`src/rtl/edge_detector_mc.sv`:
```
// Multi-channel edge detector: per-channel synchroniser, stability filter,
// registered one-cycle rise/fall pulses and sticky event flags with clear.
module edge_detector_mc #(
  parameter int              CH          = 8,
  parameter int              SYNC_STAGES = 2,
  parameter int              FILTER_CNT  = 4,
  parameter logic [CH-1:0]   INIT_LEVEL  = '0
) (
  input  logic          clk,
  input  logic          rst_n,
  input  logic [CH-1:0] in,
  input  logic [CH-1:0] rise_en,
  input  logic [CH-1:0] fall_en,
  input  logic [CH-1:0] clr,
  output logic [CH-1:0] level,
  output logic [CH-1:0] raising,
  output logic [CH-1:0] falling,
  output logic [CH-1:0] rise_flag,
  output logic [CH-1:0] fall_flag,
  output logic          any_event
);

  // Counter only needs to reach FILTER_CNT-1; sized so FILTER_CNT=1 still has one bit.
  localparam int            CW      = $clog2(FILTER_CNT + 1);
  localparam logic [CW-1:0] CNT_MAX = CW'(FILTER_CNT - 1);

  genvar gi;
  generate
    for (gi = 0; gi < CH; gi++) begin : g_ch
      logic [SYNC_STAGES-1:0] sync_reg;
      logic                   s;
      logic [CW-1:0]          cnt_reg;
      logic                   level_reg;
      logic                   raising_reg;
      logic                   falling_reg;
      logic                   rise_flag_reg;
      logic                   fall_flag_reg;
      logic                   commit;
      logic                   rise_set;
      logic                   fall_set;

      if (SYNC_STAGES == 1) begin : g_sync_single
        // Single-flop synchroniser
        always_ff @(posedge clk or negedge rst_n) begin
          if (!rst_n) sync_reg <= INIT_LEVEL[gi];
          else        sync_reg <= in[gi];
        end
      end else begin : g_sync_chain
        // Shift chain: bit 0 samples the raw input, the top bit feeds the filter
        always_ff @(posedge clk or negedge rst_n) begin
          if (!rst_n) sync_reg <= {SYNC_STAGES{INIT_LEVEL[gi]}};
          else        sync_reg <= {sync_reg[SYNC_STAGES-2:0], in[gi]};
        end
      end

      assign s        = sync_reg[SYNC_STAGES-1];
      // A new level is committed on the FILTER_CNT-th consecutive mismatching sample.
      assign commit   = (s != level_reg) && (cnt_reg == CNT_MAX);
      assign rise_set = commit &  s & rise_en[gi];
      assign fall_set = commit & ~s & fall_en[gi];

      // Stability filter: any return to the committed level restarts the count
      always_ff @(posedge clk or negedge rst_n) begin
        if (!rst_n) begin
          cnt_reg   <= '0;
          level_reg <= INIT_LEVEL[gi];
        end else if (s == level_reg) begin
          cnt_reg   <= '0;
        end else if (cnt_reg == CNT_MAX) begin
          cnt_reg   <= '0;
          level_reg <= s;
        end else begin
          cnt_reg   <= cnt_reg + 1'b1;
        end
      end

      // Pulses and sticky flags; a set in the same cycle as clr takes priority
      always_ff @(posedge clk or negedge rst_n) begin
        if (!rst_n) begin
          raising_reg   <= 1'b0;
          falling_reg   <= 1'b0;
          rise_flag_reg <= 1'b0;
          fall_flag_reg <= 1'b0;
        end else begin
          raising_reg   <= rise_set;
          falling_reg   <= fall_set;
          rise_flag_reg <= (rise_flag_reg & ~clr[gi]) | rise_set;
          fall_flag_reg <= (fall_flag_reg & ~clr[gi]) | fall_set;
        end
      end

      assign level[gi]     = level_reg;
      assign raising[gi]   = raising_reg;
      assign falling[gi]   = falling_reg;
      assign rise_flag[gi] = rise_flag_reg;
      assign fall_flag[gi] = fall_flag_reg;
    end
  endgenerate

  assign any_event = |(rise_flag | fall_flag);

endmodule
```
`config.mk`:
```
export PLATFORM = sky130hd
export DESIGN_NAME = edge_detector_mc
export DESIGN_NICKNAME = d
export VERILOG_FILES = /design/src/rtl/edge_detector_mc.sv
export SDC_FILE = /design/constraint.sdc
export NUM_CORES = 1
export LEC_CHECK = 0
export CAP_MARGIN = 15
export CORE_AREA = 5 5 85 87
export CTS_CLUSTER_DIAMETER = 120
export DETAILED_ROUTE_END_ITERATION = 7
export DIE_AREA = 0 0 90 92
export DONT_BUFFER_PORTS = 1
export PLACE_DENSITY = 0.67
export SYNTH_ARGS = -nofsm -noshare
export SYNTH_HDL_FRONTEND = slang
export SYNTH_SLANG_ARGS = --single-unit
```
`constraint.sdc`:
```
create_clock -name clk -period 1.3 [get_ports clk]
set_input_delay 0.065 -clock clk [delete_from_list [all_inputs] [get_ports clk]]
set_output_delay 0.065 -clock clk [all_outputs]
set_load 0.02 [all_outputs]
```
==> run metrics <==
# fillers=496; Final WS setup=-0.1068 ns; combinational family with the most area after synthesis=simple AND/OR/NAND/NOR gates; initial antenna violation count=0; drt drc=0; CP bufs+invs=1; share of layout cells above drive strength 1=0.2135; Clk pwr share=0.293; Clock Pin Slew Worst Setup and Hold Paths=0.08 ns; worst rel slew slack=0.7540; dpl cell area=3242 sq um; DP Wirelength=3749 um; Adder-Cell Fraction of Synth Area=0.03058; power per cell area=1771 nW/um^2; TritonCTS buffer count=9; logic gate share of total power=0.204; via/cell ratio=5.078; Fmax=710.8 MHz; # placed instances=311; post-route cell area=3827 sq um; clock sinks=80; crit-path max FO=2; routed wire length=5466 um; RSZ-0062 raised after global routing=yes; status=finished, violations left; syn avg cell area=13.04 sq um; Setup violations, final=1; core area=6277 sq um; Layout Nets=319; die width=90 um; Worst-Skew Late Latency=0.33 ns; GRT Total Usage=0.1413; Crit path required time=1.24 ns; r2r worst-path depth=3; switching share of power=0.2922; crit-path cells=nor4_2 -> nand4_1 -> buf_4; synthesized net count=293; CP startpoint kind=flop; Cell Area, Synth=3273 sq um; CTS tree=yes; IO buf count=0; path category of the worst min-delay check=input pin to asynchronous set/reset pin; CP startpoint=g_ch[2].fall_flag_reg$_DFF_PN0_; post-synthesis mux area share=0.02752; cell count after synthesis=251; worst r2r src=g_ch[3].cnt_reg[0]$_DFF_PN0_; gpl congestion=0.7375; antenna diode count=0; Core Rows=29; Worst Setup End Kind=primary output; Syn-to-layout area delta=16.93%; failing checks=hold timing, setup timing; post-CTS setup buffers=0; sequential fraction of the synthesis area=0.6116; Static Leakage=0.001714 uW; vias in the first global route=1,979; Place WS=0.07513 ns; Worst Hold Slack=-0.5837 ns; Root Buffer=clkbuf_8; Final period util=1.082; cell family with most CP delay=simple AND/OR/NAND/NOR gates; # IOs=75; first-pass GRT wire length=9349 um; internal power=4798 uW; worst r2r dst=g_ch[3].level_reg$_DFFE_PN0P_; YS warnings=0; Crit Path Class=flop to primary output; Unique masters post-synth=20; Synth Area in XOR/XNOR=0.02141; starting DRC count in detailed routing=34; fin cells=358; slowest cell on the critical path=dfrtp_1; H-tree depth=3; Final Max Slew Viols=0; max cap viols=0; Seq pwr share=0.503; gr ovfl total=0; detailed-route via count=1,818; complex-gate fraction of the synthesized area=0.04320; CP arrival=1.34 ns; Clock Skew=0.008494 ns; simple-gate share of the synthesized area=0.1556; Die Span Y=92 um; Psw=1981 uW; Routed wire per std cell=15.27 um; peak supply drop=1279 uV; max incr delay on CP=0.39 ns; Die Area=8280 sq um; minimum clock period=1.407 ns; Stages on worst setup path=3; post-cts hold buffer count=32; largest net degree at the start of global routing=81; Initial Util=0.5214; router iterations before antenna repair=4; flop2flop setup slack=0.07 ns; Core Util, Final=0.6097; number of flip-flops in the largest register=24; Final Hold Viols=80; maximum buffer depth of the clock tree=2; Routed Antenna Nets=0; Slew @ Worst Pin=0.3690 ns; FF+latch count, synth=80
==> per-layer routing <==
metal  GRT usage  vias to the layer above  share of wire
met2      0.2287                       67           0.49
met5           0                        -              0
met1      0.1648                      869           0.41
li1            -                      872              -
met4     0.05583                        0          0.017
met3     0.06383                       10          0.086
==> synthesized netlist by cell type <==
library cell   n  area, sq um
ha_1           8        100.1
inv_1         16        60.06
xnor2_1        8        70.07
dfrtp_1       80         2002
nor2b_1        6        37.54
mux2_1         2        22.52
nor3_1        21        105.1
nor3b_1       12        90.09
nand4_1        1        6.260
nand2b_1       3        18.77
nor4_1         4        25.02
nand2b_4       5        68.82
nor2b_4        6        82.58
buf_4         40        300.3
a32o_1         1        10.01
mux2_2         6        67.56
and3_1         1        6.260
nand2_1       15        56.30
nor3b_2        1        12.51
o32ai_1       15        131.4
==> layout by cell type, fill, tap and decap left out <==
master and count:
nor4_2 2, clkbuf_1 1, nor3b_1 12, buf_4 23
nand4_1 1, nand2b_4 5, nand2_1 15, clkinv_2 1
nor3b_2 1, inv_1 16, a32o_1 1, xnor2_1 8
mux2_1 2, nor2b_1 6, nand2b_1 3, ha_2 1
nor3_1 21, o32ai_1 15, mux2_2 6, nor4_4 2
clkbuf_8 11, ha_1 7, dlygate4sd3_1 32, and3_1 1
bufinv_16 2, dfrtp_1 80, nor2b_4 6
==> cell families (layout without fill, tap and decap cells) <==
| kind of cell | count (synthesis) | in the layout |
|---|---|---|
| buffers and inverters | 56 | 86 |
| AO/OA/AOI/OAI | 16 | 16 |
| flip-flops | 80 | 80 |
| AND/OR/NAND/NOR | 75 | 75 |
| adder cells (fa/ha/maj) | 8 | 8 |
| multiplexers | 8 | 8 |
| XOR/XNOR | 8 | 8 |
==> worst max path at each step <==
stage,to,slack [ns]
floorplan,g_ch[4].level_reg$_DFFE_PN0P_,0.13
global placement,any_event,0.09
detailed placement,g_ch[3].level_reg$_DFFE_PN0P_,0.08
CTS,any_event,-0.16
global route,any_event,-0.19
finish,any_event,-0.11
==> power by group through the flow <==
stage / sequential (uW) / clock [uW] / combinational, uW
floorplan: 3200 / 0 / 1360
global placement: 3430 / 0 / 1260
detailed placement: 3450 / 0 / 1290
CTS: 3410 / 2050 / 1400
global route: 3480 / 2160 / 1570
finish: 3410 / 1990 / 1380
==> per-stage QoR <==
stage	hold slack (ns)	setup TNS, ns	power [uW]
floorplan	-0.2306	0	4564
CTS	-0.6028	-0.1602	6856
global route	-0.6137	-0.1908	7199
finish	-0.5837	-0.1068	6779
global placement	-0.2275	0	4690
detailed placement	-0.2272	0	4741
==> final cells by class <==
| cell class | count | area (sq um) | share of cell area |
|---|---|---|---|
| sequential | 80 | 2002 | 0.5230 |
| multi-input combinational | 115 | 955.9 | 0.2498 |
| timing repair buffer | 55 | 493.0 | 0.1288 |
| clock buffer | 12 | 155.1 | 0.04054 |
| tap | 77 | 96.34 | 0.02517 |
| clock inverter | 3 | 65.06 | 0.01700 |
| inverter | 16 | 60.06 | 0.01569 |
==> repair_timing <==
item / CTS / global route
endpoints found under the hold margin: 120 / 80
gates resized for setup: 5 / 2
pin swaps: 1 / 1
gates cloned: 0 / 0
setup endpoints to repair: 1 / 2
(Power assumes the default switching activity.)
